File: src/rtl/opb_master_pkg.sv
// Shared types and constants for the single-word OPB master.
// Latency: none (declarations only).
// Backpressure: n/a.
package opb_master_pkg;

  localparam int OPB_AW  = 32;
  localparam int OPB_DW  = 32;
  localparam int OPB_BEW = OPB_DW / 8;
  localparam int RETRY_W = 4;

  typedef enum logic [1:0] {
    IDLE = 2'b00,
    REQ  = 2'b01,
    XFER = 2'b10,
    RESP = 2'b11
  } state_e;

  typedef enum logic [1:0] {
    ST_OK         = 2'b00,
    ST_ERR        = 2'b01,
    ST_TIMEOUT    = 2'b10,
    ST_RETRY_FAIL = 2'b11
  } rsp_status_e;

endpackage

File: src/rtl/opb_master_single_if.sv
// Command/response handshake plus OPB master-side bus signals.
// Latency: none (wiring only).
// Backpressure: cmd_valid/cmd_ready and rsp_valid/rsp_ready pairs.
interface opb_master_single_if;
  import opb_master_pkg::*;

  logic              cmd_valid;
  logic              cmd_ready;
  logic              cmd_rnw;
  logic [0:OPB_AW-1]  cmd_addr;
  logic [0:OPB_BEW-1] cmd_be;
  logic [0:OPB_DW-1]  cmd_wdata;

  logic              rsp_valid;
  logic              rsp_ready;
  logic [0:OPB_DW-1]  rsp_rdata;
  logic [1:0]        rsp_status;

  logic              M_request;
  logic              M_busLock;
  logic              M_select;
  logic              M_RNW;
  logic              M_seqAddr;
  logic [0:OPB_AW-1]  M_ABus;
  logic [0:OPB_BEW-1] M_BE;
  logic [0:OPB_DW-1]  M_DBus;

  logic              OPB_MGrant;
  logic              OPB_xferAck;
  logic              OPB_errAck;
  logic              OPB_retry;
  logic              OPB_timeout;
  logic [0:OPB_DW-1]  OPB_DBus;

  modport master (
    input  cmd_valid, cmd_rnw, cmd_addr, cmd_be, cmd_wdata, rsp_ready,
    input  OPB_MGrant, OPB_xferAck, OPB_errAck, OPB_retry, OPB_timeout, OPB_DBus,
    output cmd_ready, rsp_valid, rsp_rdata, rsp_status,
    output M_request, M_busLock, M_select, M_RNW, M_seqAddr, M_ABus, M_BE, M_DBus
  );

  modport slave (
    output cmd_valid, cmd_rnw, cmd_addr, cmd_be, cmd_wdata, rsp_ready,
    output OPB_MGrant, OPB_xferAck, OPB_errAck, OPB_retry, OPB_timeout, OPB_DBus,
    input  cmd_ready, rsp_valid, rsp_rdata, rsp_status,
    input  M_request, M_busLock, M_select, M_RNW, M_seqAddr, M_ABus, M_BE, M_DBus
  );

endinterface

File: src/rtl/opb_master_single.sv
// Single-word OPB master: one read/write per command, handles grant, retry, errAck, timeout.
// Latency: 3 cycles min command-to-response (accept -> REQ -> XFER -> RESP).
// Backpressure: cmd_ready only in IDLE; response held until rsp_ready. Watchdog via OPB_MASTER_WDOG_EN.
module opb_master_single
  import opb_master_pkg::*;
#(
  parameter int C_OPB_AWIDTH = 32,
  parameter int C_OPB_DWIDTH = 32,
  parameter int C_MAX_RETRY  = 4
`ifdef OPB_MASTER_WDOG_EN
  , parameter int C_WDOG_CYCLES = 255
`endif
) (
  input  logic                 OPB_Clk,
  input  logic                 OPB_Rst_n,
  opb_master_single_if.master  bus
);

  localparam logic [RETRY_W-1:0] MAX_RETRY = RETRY_W'(C_MAX_RETRY);

  state_e                  state_q, state_d;
  logic                    rnw_q, rnw_d;
  logic [0:C_OPB_AWIDTH-1] addr_q, addr_d;
  logic [0:OPB_BEW-1]      be_q, be_d;
  logic [0:C_OPB_DWIDTH-1] wdata_q, wdata_d;
  logic [0:C_OPB_DWIDTH-1] rdata_q, rdata_d;
  rsp_status_e             status_q, status_d;
  logic [RETRY_W-1:0]      retry_cnt_q, retry_cnt_d;
  logic                    sel;

`ifdef OPB_MASTER_WDOG_EN
  localparam int WDOG_W = ($clog2(C_WDOG_CYCLES + 1) > 8) ? $clog2(C_WDOG_CYCLES + 1) : 8;
  // Counter holds the number of XFER cycles already spent; the last allowed one is LIMIT-1.
  localparam logic [WDOG_W-1:0] WDOG_LAST = WDOG_W'(C_WDOG_CYCLES - 1);
  logic [WDOG_W-1:0] wdog_cnt_q, wdog_cnt_d;

  // Watchdog counter register
  always_ff @(posedge OPB_Clk or negedge OPB_Rst_n) begin
    if (!OPB_Rst_n) wdog_cnt_q <= '0;
    else            wdog_cnt_q <= wdog_cnt_d;
  end
`endif

  // State and command/response registers
  always_ff @(posedge OPB_Clk or negedge OPB_Rst_n) begin
    if (!OPB_Rst_n) begin
      state_q     <= IDLE;
      rnw_q       <= 1'b0;
      addr_q      <= '0;
      be_q        <= '0;
      wdata_q     <= '0;
      rdata_q     <= '0;
      status_q    <= ST_OK;
      retry_cnt_q <= '0;
    end else begin
      state_q     <= state_d;
      rnw_q       <= rnw_d;
      addr_q      <= addr_d;
      be_q        <= be_d;
      wdata_q     <= wdata_d;
      rdata_q     <= rdata_d;
      status_q    <= status_d;
      retry_cnt_q <= retry_cnt_d;
    end
  end

  // Next-state: command latch, arbitration, slave event priority resolution
  always_comb begin
    state_d     = state_q;
    rnw_d       = rnw_q;
    addr_d      = addr_q;
    be_d        = be_q;
    wdata_d     = wdata_q;
    rdata_d     = rdata_q;
    status_d    = status_q;
    retry_cnt_d = retry_cnt_q;
`ifdef OPB_MASTER_WDOG_EN
    wdog_cnt_d  = wdog_cnt_q;
`endif
    case (state_q)
      IDLE: begin
        if (bus.cmd_valid) begin
          rnw_d       = bus.cmd_rnw;
          addr_d      = bus.cmd_addr;
          be_d        = bus.cmd_be;
          wdata_d     = bus.cmd_wdata;
          rdata_d     = '0;
          status_d    = ST_OK;
          retry_cnt_d = '0;
          state_d     = REQ;
        end
      end
      REQ: begin
        if (bus.OPB_MGrant) begin
          state_d = XFER;
`ifdef OPB_MASTER_WDOG_EN
          wdog_cnt_d = '0;
`endif
        end
      end
      XFER: begin
`ifdef OPB_MASTER_WDOG_EN
        wdog_cnt_d = wdog_cnt_q + 1'b1;
`endif
        if (bus.OPB_timeout) begin
          status_d = ST_TIMEOUT;
          state_d  = RESP;
        end else if (bus.OPB_errAck) begin
          status_d = ST_ERR;
          state_d  = RESP;
        end else if (bus.OPB_retry) begin
          retry_cnt_d = retry_cnt_q + 1'b1;
          if (retry_cnt_d == MAX_RETRY) begin
            status_d = ST_RETRY_FAIL;
            state_d  = RESP;
          end else begin
            state_d  = REQ;
          end
        end else if (bus.OPB_xferAck) begin
          status_d = ST_OK;
          if (rnw_q) rdata_d = bus.OPB_DBus;
          state_d  = RESP;
`ifdef OPB_MASTER_WDOG_EN
        end else if (wdog_cnt_q == WDOG_LAST) begin
          status_d = ST_TIMEOUT;
          state_d  = RESP;
`endif
        end
      end
      RESP: begin
        if (bus.rsp_ready) state_d = IDLE;
      end
      default: state_d = IDLE;
    endcase
  end

  // Outputs: OR-bus signals forced to zero whenever not selected
  always_comb begin
    sel            = (state_q == XFER);
    bus.cmd_ready  = (state_q == IDLE) && OPB_Rst_n;
    bus.M_request  = (state_q == REQ);
    bus.M_select   = sel;
    bus.M_RNW      = sel && rnw_q;
    bus.M_busLock  = 1'b0;
    bus.M_seqAddr  = 1'b0;
    bus.M_ABus     = sel ? addr_q : '0;
    bus.M_BE       = sel ? be_q : '0;
    bus.M_DBus     = (sel && !rnw_q) ? wdata_q : '0;
    bus.rsp_valid  = (state_q == RESP);
    bus.rsp_rdata  = (state_q == RESP) ? rdata_q : '0;
    bus.rsp_status = (state_q == RESP) ? status_q : ST_OK;
  end

endmodule
File: src/flat_wrapper.sv
// flat-port wrapper written by rule: the top's interface ports become plain ports
module opb_master_single_flat import opb_master_pkg::*;
#(
  parameter int C_OPB_AWIDTH = 32,
  parameter int C_OPB_DWIDTH = 32,
  parameter int C_MAX_RETRY  = 4

)
  (OPB_Clk, OPB_Rst_n, bus_cmd_valid, bus_cmd_rnw, bus_cmd_addr, bus_cmd_be, bus_cmd_wdata, bus_rsp_ready, bus_OPB_MGrant, bus_OPB_xferAck, bus_OPB_errAck, bus_OPB_retry, bus_OPB_timeout, bus_OPB_DBus, bus_cmd_ready, bus_rsp_valid, bus_rsp_rdata, bus_rsp_status, bus_M_request, bus_M_busLock, bus_M_select, bus_M_RNW, bus_M_seqAddr, bus_M_ABus, bus_M_BE, bus_M_DBus);
  opb_master_single_if bus_i ();
  input  logic OPB_Clk;
  input  logic OPB_Rst_n;
  input wire logic [$bits(bus_i.cmd_valid)-1:0] bus_cmd_valid;
  input wire logic [$bits(bus_i.cmd_rnw)-1:0] bus_cmd_rnw;
  input wire logic [$bits(bus_i.cmd_addr)-1:0] bus_cmd_addr;
  input wire logic [$bits(bus_i.cmd_be)-1:0] bus_cmd_be;
  input wire logic [$bits(bus_i.cmd_wdata)-1:0] bus_cmd_wdata;
  input wire logic [$bits(bus_i.rsp_ready)-1:0] bus_rsp_ready;
  input wire logic [$bits(bus_i.OPB_MGrant)-1:0] bus_OPB_MGrant;
  input wire logic [$bits(bus_i.OPB_xferAck)-1:0] bus_OPB_xferAck;
  input wire logic [$bits(bus_i.OPB_errAck)-1:0] bus_OPB_errAck;
  input wire logic [$bits(bus_i.OPB_retry)-1:0] bus_OPB_retry;
  input wire logic [$bits(bus_i.OPB_timeout)-1:0] bus_OPB_timeout;
  input wire logic [$bits(bus_i.OPB_DBus)-1:0] bus_OPB_DBus;
  output wire logic [$bits(bus_i.cmd_ready)-1:0] bus_cmd_ready;
  output wire logic [$bits(bus_i.rsp_valid)-1:0] bus_rsp_valid;
  output wire logic [$bits(bus_i.rsp_rdata)-1:0] bus_rsp_rdata;
  output wire logic [$bits(bus_i.rsp_status)-1:0] bus_rsp_status;
  output wire logic [$bits(bus_i.M_request)-1:0] bus_M_request;
  output wire logic [$bits(bus_i.M_busLock)-1:0] bus_M_busLock;
  output wire logic [$bits(bus_i.M_select)-1:0] bus_M_select;
  output wire logic [$bits(bus_i.M_RNW)-1:0] bus_M_RNW;
  output wire logic [$bits(bus_i.M_seqAddr)-1:0] bus_M_seqAddr;
  output wire logic [$bits(bus_i.M_ABus)-1:0] bus_M_ABus;
  output wire logic [$bits(bus_i.M_BE)-1:0] bus_M_BE;
  output wire logic [$bits(bus_i.M_DBus)-1:0] bus_M_DBus;
  assign bus_i.cmd_valid = bus_cmd_valid;
  assign bus_i.cmd_rnw = bus_cmd_rnw;
  assign bus_i.cmd_addr = bus_cmd_addr;
  assign bus_i.cmd_be = bus_cmd_be;
  assign bus_i.cmd_wdata = bus_cmd_wdata;
  assign bus_i.rsp_ready = bus_rsp_ready;
  assign bus_i.OPB_MGrant = bus_OPB_MGrant;
  assign bus_i.OPB_xferAck = bus_OPB_xferAck;
  assign bus_i.OPB_errAck = bus_OPB_errAck;
  assign bus_i.OPB_retry = bus_OPB_retry;
  assign bus_i.OPB_timeout = bus_OPB_timeout;
  assign bus_i.OPB_DBus = bus_OPB_DBus;
  assign bus_cmd_ready = bus_i.cmd_ready;
  assign bus_rsp_valid = bus_i.rsp_valid;
  assign bus_rsp_rdata = bus_i.rsp_rdata;
  assign bus_rsp_status = bus_i.rsp_status;
  assign bus_M_request = bus_i.M_request;
  assign bus_M_busLock = bus_i.M_busLock;
  assign bus_M_select = bus_i.M_select;
  assign bus_M_RNW = bus_i.M_RNW;
  assign bus_M_seqAddr = bus_i.M_seqAddr;
  assign bus_M_ABus = bus_i.M_ABus;
  assign bus_M_BE = bus_i.M_BE;
  assign bus_M_DBus = bus_i.M_DBus;
  opb_master_single #(.C_OPB_AWIDTH(C_OPB_AWIDTH), .C_OPB_DWIDTH(C_OPB_DWIDTH), .C_MAX_RETRY(C_MAX_RETRY)) u_core (.OPB_Clk(OPB_Clk), .OPB_Rst_n(OPB_Rst_n), .bus(bus_i));
endmodule
File: config.mk
export PLATFORM = sky130hd
export DESIGN_NAME = opb_master_single_flat
export DESIGN_NICKNAME = d
export VERILOG_FILES = /design/src/rtl/opb_master_pkg.sv /design/src/rtl/opb_master_single_if.sv /design/src/rtl/opb_master_single.sv /design/src/flat_wrapper.sv
export SDC_FILE = /design/constraint.sdc
export NUM_CORES = 1
export LEC_CHECK = 0
export ABC_AREA = 1
export BUFFER_PORTS_ARGS = -buffer_cell sky130_fd_sc_hd__buf_2
export CORE_MARGIN = 3
export CORE_UTILIZATION = 45
export CTS_CLUSTER_SIZE = 16
export DETAILED_ROUTE_END_ITERATION = 12
export HOLD_SLACK_MARGIN = 0.06
export PLACE_DENSITY = 0.88
export RECOVER_POWER = 100
export SETUP_SLACK_MARGIN = 0.05
export SKIP_LAST_GASP = 1
export SLEW_MARGIN = 10
export SYNTH_ARGS = -nofsm -noshare
export SYNTH_HDL_FRONTEND = slang
export SYNTH_SLANG_ARGS = --single-unit
File: constraint.sdc
create_clock -name OPB_Clk -period 3.81 [get_ports OPB_Clk]
set_input_delay 0.762 -clock OPB_Clk [delete_from_list [all_inputs] [get_ports OPB_Clk]]
set_output_delay 0.762 -clock OPB_Clk [all_outputs]
set_load 0.005 [all_outputs]
==> results.yml <==
cells_and_area:
  num_antenna_cells: 0
  finalNonFillerCells: 1004
  syn_to_final_growth_pct: 22.7
  layout_common_cells: "181 x nor2_1, 120 x inv_1, 113 x buf_2"
  multi_input_area_um2: 1700
  final_common_cell: "nor2_1"
  regArea_um2: 2730
  drive_gt1_frac: 0.212
  fillers: 1044
  nets: 971
cts:
  clock_latency_ps: 340
  cts_tree: "yes"
  cts_setup_buffers: 0
  clk_path_buf_depth: 2
  ctsHtreeMaxLevel: 3
  clockRootBuffer: "clkbuf_16"
  hold_buffers: 0
  cts_inserted_buffers: 9
  clock_sinks: 109
  cts_resized: 0
  clkTransAtPathRegs_ps: 70
global_route:
  grt_pass1_wl_um: 19800
  antenna_found_initial: 0
  grt_usage: 0.190
  grt_pass1_vias: 4249
  grt_max_degree: 77
  grt-ovfl-total: 0
synth:
  synth_area_um2: 5210
  yosysTopAreaCellShare: 0.524
  synth_seq_cells: 109
  ys_seq_area_frac: 0.524
  avgSynthCellArea_um2: 7.85
  yosysTopAreaCell: "dfrtp_1"
  ys_warn_count: 0
  synth.area.top_cells: "dfrtp_1 52%, nor2_1 13%, inv_1 8.4%, a21oi_1 6.9%, nand2_1 6.5%"
  synth_cells: 663
  yosys.cell_types.count: 24
worst_setup_path:
  path_depth: 7
  cp.required_ps: 3050
  cp-endpoint: "bus_M_DBus[7]"
  crit_slowest_cell: "dfrtp_1"
  cp_top_family: "buffers and inverters"
  startpoint: "u_core.state_q[0]$_DFFE_PN0P_"
  cp_num_buf_inv: 4
  critPathArrivalTime_ps: 2300
  path_max_fanout: 44
  reg2reg_depth: 7
  reg2reg_slack_ps: 870
  r2r_start: "u_core.state_q[1]$_DFFE_PN0P_"
  slowest_delay_ps: 410
  critPathKind: "reg -> out"
  start_kind: "register"
  rr_endpoint: "u_core.retry_cnt_q[0]$_DFFE_PN0P_"
  end_kind: "output pin"
  cp_cell_sequence: "inv_1 > nand2_4 > inv_1 > nand2_1 > buf_4 > nor2_1 > clkbuf_2"
  cpMostUsedCell: "inv_1"
placement:
  dp.cells: 988
  place.gp.congestion: 0.833
  io_buffers: 216
  place_hpwl_um: 9120
power_and_ir_drop:
  powerDensity_nw_per_um2: 719
  p_total_mw: 4.59
  power_leakage_nw: 3.53
  irDropWorstVdd_v: 0.000326
sta:
  min_period_ps: 3060
  setup_tns_ps: 0
  grt_setup_unrepaired: "no"
  final-max-slew-violation-count: 65
  tightest_slew_ps: 2020
  period_share: 0.803
  final-hold-violation-count: 0
  finClkSkew_ps: 6.06
  setup_viol: 0
  max_clock_freq_mhz: 327
  relSlewSlack: -0.353
drt:
  drt_iter0_markers: 385
  drt-wirelength-per-cell_um: 12.3
  firstDrtPassIters: 4
  vias: 4643
  wirelength_um: 12400
  avgViaCountPerCell: 4.62
  drc_errors: 0
  ant_nets: 0
die:
  ios: 219
  die_y_um: 114
  start_util: 0.470
  chipWidth_um: 114
  design.die.area_um2: 12900
  coreArea_um2: 11100
  rows: 38
min_path:
  hp-class: "reg -> reg"
status:
  outcome: "finished, violations left"
  failed_checks: "capacitance limit, slew limit"
job:
  maxCapViolCount: 1
==> routing by layer <==
layer	up-vias	GRT usage	part of all wire
met3	6	0.0456	0.095
met2	203	0.300	0.46
met5	-	0	0
met4	0	0.0625	0.0073
li1	2361	-	-
met1	2073	0.258	0.44
==> where the power goes <==
| group | switching [mW] | leakage (nW) | internal, mW | total (mW) |
|---|---|---|---|---|
| clock | 0.428 | 0.141 | 0.453 | 0.881 |
| sequential | 0.183 | 1.27 | 1.64 | 1.83 |
| combinational | 1.24 | 2.11 | 0.645 | 1.88 |
| total | 1.85 | 3.53 | 2.74 | 4.59 |
==> how the worst min path moves through the flow <==
stage / to / start / depth (start not counted)
2_1_floorplan: u_core.status_q[0]$_DFFE_PN0P_ / u_core.status_q[0]$_DFFE_PN0P_ / 2
3_3_place_gp: u_core.status_q[1]$_DFFE_PN0P_ / u_core.status_q[1]$_DFFE_PN0P_ / 2
3_5_place_dp: u_core.status_q[1]$_DFFE_PN0P_ / u_core.status_q[1]$_DFFE_PN0P_ / 2
4_1_cts: u_core.status_q[1]$_DFFE_PN0P_ / u_core.status_q[1]$_DFFE_PN0P_ / 2
5_1_grt: u_core.status_q[1]$_DFFE_PN0P_ / u_core.status_q[1]$_DFFE_PN0P_ / 2
6_report: u_core.status_q[1]$_DFFE_PN0P_ / u_core.status_q[1]$_DFFE_PN0P_ / 2
==> cells in the mapped netlist <==
master,number
a21oi_1,72
a21oi_2,1
a22o_1,1
buf_1,2
buf_2,18
buf_4,3
buf_6,6
clkbuf_1,8
conb_1,1
dfrtp_1,109
ha_1,2
inv_1,117
inv_2,3
nand2_1,90
nand2_4,2
nand3_1,4
nand4_1,3
nor2_1,181
nor3_1,1
o21ai_0,3
o21ai_1,1
o21ai_2,32
o22ai_1,2
xor2_1,1
==> state kept, by name, summed over array words and instances (netlist names) <==
register,flops
u_core.addr_q,32
u_core.rdata_q,32
u_core.status_q,2
u_core.retry_cnt_q,4
u_core.wdata_q,32
u_core.rnw_q,1
u_core.state_q,2
u_core.be_q,4
==> cell type report <==
class                           instances  area share
Clock buffer                            9      0.0353
Clock inverter                          7     0.00901
Inverter                              120      0.0705
Multi-Input combinational cell        398       0.266
Sequential cell                       109       0.427
Tap cell                              140      0.0274
Timing Repair Buffer                  221       0.165
==> through the flow <==
stage,area (um^2),hold WS [ps],util,worst slack [ps]
6_report,6390,476,0.577,750
5_1_grt,6390,502,0.577,517
4_1_cts,6590,478,0.595,894
3_5_place_dp,6310,461,0.570,1290
3_3_place_gp,6310,461,0.570,1390
2_1_floorplan,5210,442,-,1860
==> cell families after synthesis <==
group / Yosys count / synth area share
flops: 109 / 0.524
compound gates: 112 / 0.133
buf+inv: 157 / 0.128
simple gates: 281 / 0.208
xor+xnor: 1 / 0.00168
fa+ha+maj: 2 / 0.00480
other cells: 1 / 0.000720
==> worst register-to-register path: stages, from the launching register on <==
cell	delay (ps)
dfrtp_1	470
nor2_1	120
nand2_1	1450
o21ai_0	270
nand2_1	250
nor2_1	80
inv_1	110
o21ai_0	80
(Power assumes the default switching activity.)
